--- src/rtl/mul_arbiter_if.sv ---
`default_nettype none
// ============================================================================
//  Module   : mul_arbiter_if
//  Purpose  : Handshake bundle between two operand requesters, the shared
//             multiplier sequencer and the product consumer.
//  Revision : 1.0  initial release
// ============================================================================
interface mul_arbiter_if;
    logic       req0_valid;
    logic       req0_ready;
    logic [3:0] req0_a;
    logic [3:0] req0_b;
    logic       req1_valid;
    logic       req1_ready;
    logic [3:0] req1_a;
    logic [3:0] req1_b;
    logic       resp_valid;
    logic       resp_ready;
    logic       resp_id;
    logic [7:0] resp_prod;
    logic       busy;

    // Requester / consumer side
    modport master (
        output req0_valid, req0_a, req0_b,
        output req1_valid, req1_a, req1_b,
        output resp_ready,
        input  req0_ready, req1_ready,
        input  resp_valid, resp_id, resp_prod, busy
    );

    // Sequencer side
    modport slave (
        input  req0_valid, req0_a, req0_b,
        input  req1_valid, req1_a, req1_b,
        input  resp_ready,
        output req0_ready, req1_ready,
        output resp_valid, resp_id, resp_prod, busy
    );
endinterface
`default_nettype wire

--- src/rtl/mul_arbiter.sv ---
`default_nettype none
// ============================================================================
//  Module   : mul_arbiter (with leaf mul)
//  Purpose  : Two-requester arbiter/sequencer sharing one 4x4 combinational
//             multiplier. Operands are held for MUL_CYCLES execute cycles
//             before the product is captured and returned with the
//             requester ID.
//  Config   : MUL_ARB_RR_EN defined   -> round-robin arbitration
//             MUL_ARB_RR_EN undefined -> fixed priority, requester 0 first
//  Revision : 1.0  initial release
// ============================================================================

// Shared 4x4 unsigned combinational multiplier, full 8-bit result.
module mul (
    input  logic [3:0] a,
    input  logic [3:0] b,
    output logic [7:0] prod
);
    assign prod = {4'd0, a} * {4'd0, b};
endmodule

module mul_arbiter #(
    parameter int MUL_CYCLES = 1    // legal range 1..15
) (
    input  logic          clk,
    input  logic          rst_n,
    mul_arbiter_if.slave  bus
);

    typedef enum logic [1:0] {
        IDLE = 2'd0,
        EXEC = 2'd1,
        RESP = 2'd2
    } state_t;

    // Counter starts at MUL_CYCLES-1 so that EXEC lasts exactly MUL_CYCLES cycles.
    localparam logic [3:0] CNT_LOAD = 4'(MUL_CYCLES - 1);

    state_t     state;
    state_t     state_next;
    logic [3:0] op_a;
    logic [3:0] op_b;
    logic       op_id;
    logic [3:0] cnt;
    logic [7:0] prod_reg;
    logic [7:0] mul_prod;
    logic       grant0;
    logic       grant1;
    logic       accept;

`ifdef MUL_ARB_RR_EN
    // 1 means requester 1 was the last one accepted; reset value lets
    // requester 0 win the first contention.
    logic       last_grant;

    // Round-robin pick: contention goes to the requester not granted last.
    always_comb begin
        grant0 = bus.req0_valid && (!bus.req1_valid || last_grant);
        grant1 = bus.req1_valid && !grant0;
    end

    // Remember who was served on every accepted handshake.
    always_ff @(posedge clk) begin
        if (!rst_n) begin
            last_grant <= 1'b1;
        end else if (accept) begin
            last_grant <= grant1;
        end
    end
`else
    // Fixed priority pick: requester 0 always wins contention.
    always_comb begin
        grant0 = bus.req0_valid;
        grant1 = bus.req1_valid && !bus.req0_valid;
    end
`endif

    // State register.
    always_ff @(posedge clk) begin
        if (!rst_n) begin
            state <= IDLE;
        end else begin
            state <= state_next;
        end
    end

    // Next-state and handshake outputs; ready is only offered in IDLE and
    // is suppressed while reset is asserted.
    always_comb begin
        state_next     = state;
        accept         = 1'b0;
        bus.req0_ready = 1'b0;
        bus.req1_ready = 1'b0;
        bus.resp_valid = 1'b0;
        bus.busy       = 1'b1;
        case (state)
            IDLE: begin
                bus.busy = 1'b0;
                if (rst_n) begin
                    bus.req0_ready = grant0;
                    bus.req1_ready = grant1;
                    if (grant0 || grant1) begin
                        accept     = 1'b1;
                        state_next = EXEC;
                    end
                end
            end
            EXEC: begin
                if (cnt == 4'd0) begin
                    state_next = RESP;
                end
            end
            RESP: begin
                bus.resp_valid = 1'b1;
                if (bus.resp_ready) begin
                    state_next = IDLE;
                end
            end
            default: begin
                bus.busy   = 1'b0;
                state_next = IDLE;
            end
        endcase
    end

    // Operand capture, execute-cycle countdown and product capture.
    always_ff @(posedge clk) begin
        if (!rst_n) begin
            op_a     <= 4'd0;
            op_b     <= 4'd0;
            op_id    <= 1'b0;
            cnt      <= 4'd0;
            prod_reg <= 8'd0;
        end else begin
            if (accept) begin
                op_a  <= grant1 ? bus.req1_a : bus.req0_a;
                op_b  <= grant1 ? bus.req1_b : bus.req0_b;
                op_id <= grant1;
                cnt   <= CNT_LOAD;
            end else if (state == EXEC && cnt != 4'd0) begin
                cnt <= cnt - 4'd1;
            end
            if (state == EXEC && cnt == 4'd0) begin
                prod_reg <= mul_prod;
            end
        end
    end

    // Operand registers feed the multiplier for the whole execute window.
    mul u_mul (
        .a    (op_a),
        .b    (op_b),
        .prod (mul_prod)
    );

    assign bus.resp_prod = prod_reg;
    assign bus.resp_id   = op_id;

endmodule
`default_nettype wire

--- src/flat_wrapper.sv ---
// flat-port wrapper written by rule: the top's interface ports become plain ports
module mul_arbiter_flat 
#(
    parameter int MUL_CYCLES = 1                        
)
  (clk, rst_n, bus_req0_valid, bus_req0_a, bus_req0_b, bus_req1_valid, bus_req1_a, bus_req1_b, bus_resp_ready, bus_req0_ready, bus_req1_ready, bus_resp_valid, bus_resp_id, bus_resp_prod, bus_busy);
  mul_arbiter_if bus_i ();
  input  logic clk;
  input  logic rst_n;
  input wire logic [$bits(bus_i.req0_valid)-1:0] bus_req0_valid;
  input wire logic [$bits(bus_i.req0_a)-1:0] bus_req0_a;
  input wire logic [$bits(bus_i.req0_b)-1:0] bus_req0_b;
  input wire logic [$bits(bus_i.req1_valid)-1:0] bus_req1_valid;
  input wire logic [$bits(bus_i.req1_a)-1:0] bus_req1_a;
  input wire logic [$bits(bus_i.req1_b)-1:0] bus_req1_b;
  input wire logic [$bits(bus_i.resp_ready)-1:0] bus_resp_ready;
  output wire logic [$bits(bus_i.req0_ready)-1:0] bus_req0_ready;
  output wire logic [$bits(bus_i.req1_ready)-1:0] bus_req1_ready;
  output wire logic [$bits(bus_i.resp_valid)-1:0] bus_resp_valid;
  output wire logic [$bits(bus_i.resp_id)-1:0] bus_resp_id;
  output wire logic [$bits(bus_i.resp_prod)-1:0] bus_resp_prod;
  output wire logic [$bits(bus_i.busy)-1:0] bus_busy;
  assign bus_i.req0_valid = bus_req0_valid;
  assign bus_i.req0_a = bus_req0_a;
  assign bus_i.req0_b = bus_req0_b;
  assign bus_i.req1_valid = bus_req1_valid;
  assign bus_i.req1_a = bus_req1_a;
  assign bus_i.req1_b = bus_req1_b;
  assign bus_i.resp_ready = bus_resp_ready;
  assign bus_req0_ready = bus_i.req0_ready;
  assign bus_req1_ready = bus_i.req1_ready;
  assign bus_resp_valid = bus_i.resp_valid;
  assign bus_resp_id = bus_i.resp_id;
  assign bus_resp_prod = bus_i.resp_prod;
  assign bus_busy = bus_i.busy;
  mul_arbiter #(.MUL_CYCLES(MUL_CYCLES)) u_core (.clk(clk), .rst_n(rst_n), .bus(bus_i));
endmodule
--- config.mk ---
export PLATFORM = sky130hd
export DESIGN_NAME = mul_arbiter_flat
export DESIGN_NICKNAME = d
export VERILOG_FILES = /design/src/rtl/mul_arbiter_if.sv /design/src/rtl/mul_arbiter.sv /design/src/flat_wrapper.sv
export SDC_FILE = /design/constraint.sdc
export NUM_CORES = 1
export LEC_CHECK = 0
export ABC_AREA = 0
export CAP_MARGIN = 10
export CORE_MARGIN = 8
export CORE_UTILIZATION = 30
export CTS_BUF_LIST = sky130_fd_sc_hd__clkbuf_8
export CTS_CLUSTER_DIAMETER = 80
export DETAILED_ROUTE_END_ITERATION = 10
export GPL_ROUTABILITY_DRIVEN = 0
export GPL_TIMING_DRIVEN = 0
export SLEW_MARGIN = 10
export SYNTH_ARGS = -nofsm -noshare
export SYNTH_HDL_FRONTEND = slang
export SYNTH_HIERARCHICAL = 1
export SYNTH_SLANG_ARGS = --single-unit
--- constraint.sdc ---
create_clock -name clk -period 5.9 [get_ports clk]
set_input_delay 1.475 -clock clk [delete_from_list [all_inputs] [get_ports clk]]
set_output_delay 1.475 -clock clk [all_outputs]
set_load 0.01 [all_outputs]
==> Implementation_results.wiki <==
{| class="wikitable"
! Metric !! Value
|-
| Number of buffers inserted during clock tree synthesis || 3
|-
| Leftover overflow at the end of global routing || 0
|-
| Synthesized instance count || 161
|-
| Routed length per instance || 11.04 um
|-
| Synth area leader || sky130_fd_sc_hd__dfxtp_1
|-
| Largest net degree at the start of global routing || 15
|-
| Vias after detailed routing || 1204
|-
| Outcome || completed
|-
| Global routing usage summed across all routing layers || 8.647%
|-
| Most used flip-flop cell after synthesis || sky130_fd_sc_hd__dfxtp_1
|-
| CTS tree || built
|-
| Post-synth net total || 202
|-
| Insertion delay to the later sink of the worst-skew pair || 260 ps
|-
| Seq/Total Area, Yosys || 30.59%
|-
| Length of the first detailed-routing pass in iterations || 4
|-
| Ratio of final minimum period to clock period || 78.53%
|-
| Number of distinct library cells after synthesis || 38
|-
| Die boundary width || 86.83 um
|-
| Die Footprint || 0.007539 sq mm
|-
| Hold/Removal Path Class || reg2reg
|-
| Final count of pins violating max slew || 0
|-
| Biggest fanout along the worst timing path || 9
|-
| Number of antenna-violating nets in the routed design || 0
|-
| MaxCap Viol Count || 0
|-
| Slew @ Worst Pin || 533.4 ps
|-
| Fill cells || 513
|-
| Data arrival at the endpoint of the critical path || 3160 ps
|-
| Post-layout net count || 240
|-
| Post-Place Cell Area || 0.001919 sq mm
|-
| Startpoint Class || input port
|-
| Final Hold Violating Endpoints || 0
|-
| Effective utilization at floorplan || 31.45%
|-
| Max transition margin || 64.28%
|-
| Setup repair after global routing missed its margin || false
|-
| Clk pin slew, worst setup/hold paths || 80 ps
|-
| Mean cell area of the mapped netlist || 9.349 sq um
|-
| Synthesized area || 0.001505 sq mm
|-
| Minimum setup slack in the final design || 1267 ps
|-
| Final Cell Area || 0.001968 sq mm
|-
| Boundary pin count || 34
|-
| Post-cts gate resize count || 0
|-
| Number of hold buffers added after cts || 0
|-
| Leakage power || 0.8295 nW
|-
| Endpoint required time on the critical path || 4430 ps
|-
| Worst-case clock skew || 4.324 ps
|-
| Port Buffer Count || 33
|-
| Iteration-0 DRC count of the detailed router || 25
|-
| Max VDD drop || 0.0001242 V
|-
| Area grow syn2layout || 30.76%
|-
| Pre-CTS setup slack || 1284 ps
|-
| Die height || 86.83 um
|-
| Top-area cell type share of the netlist area || 30.59%
|-
| Register cell area after layout || 460.4 sq um
|-
| Final number of setup-violating endpoints || 0
|-
| TNS Setup || 0 ps
|-
| Count of state elements after synthesis || 23
|-
| CP endpoint kind || output port
|-
| Footprint of the multi-input gates || 984.7 sq um
|-
| Core Rows || 25
|-
| Achievable clock frequency || 0.2158 GHz
|-
| Average via count per standard cell || 4.543
|-
| Number of post-CTS setup repair buffers || 0
|-
| Layout cell share with drive strength beyond 1 || 7.071%
|-
| Top cells by area in the synthesized netlist || sky130_fd_sc_hd__dfxtp_1 (31%), sky130_fd_sc_hd__ha_1 (13%), sky130_fd_sc_hd__mux2i_1 (11%)
|-
| Total power per unit cell area || 214.4 mW/mm^2
|-
| Number of remaining DRC errors || 0
|-
| Startpoint of the worst-slack reg-to-reg timing path || u_core/op_a[0]
|-
| Number of antenna violations at the first check in global routing || 0
|-
| Floorplan core area || 0.004786 sq mm
|-
| Hold Worst Slack || 489.5 ps
|-
| Wire length of the first global-routing pass || 5451 um
|-
| Half-perimeter wire length after placement || 2456 um
|-
| EDFF count, synth || 0
|-
| Post-detailed-routing wire length || 2925 um
|-
| Proportion of synthesized flip-flops having asynchronous set or reset || 0%
|-
| Post-layout power || 0.4220 mW
|-
| Via count of the first global-routing pass || 1265
|-
| Min Tclk post-route || 4633 ps
|-
| Crit path kind || in2out
|-
| Min-delay src || u_core/state[0]
|-
| Worst setup path startpoint || bus_req1_valid
|-
| CTS Root Cell || sky130_fd_sc_hd__clkbuf_8
|-
| Clock Sinks || 23
|-
| H-tree Lvls || 1
|-
| Maximum clock insertion buffer count || 2
|-
| Number of antenna diodes || 0
|-
| Yosys Warn Count || 6
|}
-- layout by cell type, fill, tap and decap left out, types with 2 or more instances in the layout --
cell type / Yosys / final
sky130_fd_sc_hd__clkdlybuf4s50_1: 0 / 33
sky130_fd_sc_hd__o211ai_1: 2 / 2
sky130_fd_sc_hd__fa_1: 4 / 4
sky130_fd_sc_hd__and2_1: 13 / 13
sky130_fd_sc_hd__clkbuf_1: 2 / 2
sky130_fd_sc_hd__o21ai_0: 11 / 11
sky130_fd_sc_hd__inv_1: 9 / 9
sky130_fd_sc_hd__or3b_1: 2 / 2
sky130_fd_sc_hd__mux2i_1: 17 / 17
sky130_fd_sc_hd__xor2_1: 2 / 2
sky130_fd_sc_hd__and3_1: 2 / 2
sky130_fd_sc_hd__xnor2_1: 2 / 2
sky130_fd_sc_hd__nor2_1: 10 / 10
sky130_fd_sc_hd__buf_2: 3 / 3
sky130_fd_sc_hd__a21oi_1: 6 / 6
sky130_fd_sc_hd__ha_1: 16 / 16
sky130_fd_sc_hd__nor2b_1: 2 / 2
sky130_fd_sc_hd__nand2_1: 7 / 7
sky130_fd_sc_hd__dfxtp_1: 23 / 23
sky130_fd_sc_hd__clkbuf_8: 0 / 3
sky130_fd_sc_hd__nand3_1: 9 / 9
-- cell families after synthesis --
logic type | share of synthesized area (%)
compound gates | 13.96
xor+xnor | 2.328
fa+ha+maj | 18.62
buf+inv | 3.990
flops | 30.59
mux | 11.30
simple gates | 19.20
-- state kept, by name, indices dropped and copies added (netlist names) --
register              count
u_core/op_a               4
u_core/op_b               4
u_core/state              2
u_core/cnt                4
u_core/bus.resp_id        1
u_core/bus.resp_prod      8
-- critical path: stages --
cell	delay (ps)
sky130_fd_sc_hd__clkdlybuf4s50_1	540
sky130_fd_sc_hd__nor2b_1	150
sky130_fd_sc_hd__buf_2	260
sky130_fd_sc_hd__and3_1	190
sky130_fd_sc_hd__clkdlybuf4s50_1	550
-- cell usage after synthesis, types with 2 or more instances --
library cell	count
sky130_fd_sc_hd__buf_2	3
sky130_fd_sc_hd__xnor2_1	2
sky130_fd_sc_hd__and2_1	13
sky130_fd_sc_hd__ha_1	16
sky130_fd_sc_hd__a21oi_1	6
sky130_fd_sc_hd__nor2b_1	2
sky130_fd_sc_hd__and3_1	2
sky130_fd_sc_hd__or3b_1	2
sky130_fd_sc_hd__nand3_1	9
sky130_fd_sc_hd__fa_1	4
sky130_fd_sc_hd__nand2_1	7
sky130_fd_sc_hd__o211ai_1	2
sky130_fd_sc_hd__clkbuf_1	2
sky130_fd_sc_hd__inv_1	9
sky130_fd_sc_hd__nor2_1	10
sky130_fd_sc_hd__mux2i_1	17
sky130_fd_sc_hd__o21ai_0	11
sky130_fd_sc_hd__dfxtp_1	23
sky130_fd_sc_hd__xor2_1	2
-- per-stage QoR --
stage | std cells | util, %
final | 265 | 41.12
after global routing | 265 | 41.12
after CTS | 265 | 41.12
after detailed placement | 261 | 40.10
after global placement | 261 | 40.10
after floorplan | 161 | -
-- metal layers --
| metal | GRT usage [%] | wire (um) | up-vias |
|---|---|---|---|
| li1 | - | - | 643 |
| met1 | 11.48 | 1603 | 528 |
| met2 | 12.98 | 1131 | 31 |
| met3 | 3.025 | 170 | 2 |
| met4 | 1.878 | 19 | 0 |
| met5 | 0 | 0 | - |
-- worst paths after layout --
check                                                to  slack, ps  cells past startpoint
worst min register to register          u_core/state[0]        490                      2
worst min-delay path                    u_core/state[0]        490                      2
worst max-delay path                     bus_req1_ready       1270                      5
worst max register to register  u_core/bus.resp_prod[7]       2970                     10
-- power by group --
part	leakage [nW]	internal, mW	switching (mW)
clock	0.0217	0.0477	0.0503
sequential	0.188	0.172	0.0146
combinational	0.620	0.0691	0.0683
-- cell type report --
| type | instances | area share (%) |
|---|---|---|
| Multi-Input combinational cell | 123 | 50.03 |
| Tap cell | 67 | 4.259 |
| Buffer | 5 | 1.144 |
| Sequential cell | 23 | 23.39 |
| Clock buffer | 3 | 2.098 |
| Inverter | 10 | 1.907 |
| Timing Repair Buffer | 33 | 16.78 |
| Clock inverter | 1 | 0.3814 |
Power figures use the tool's default switching activity.
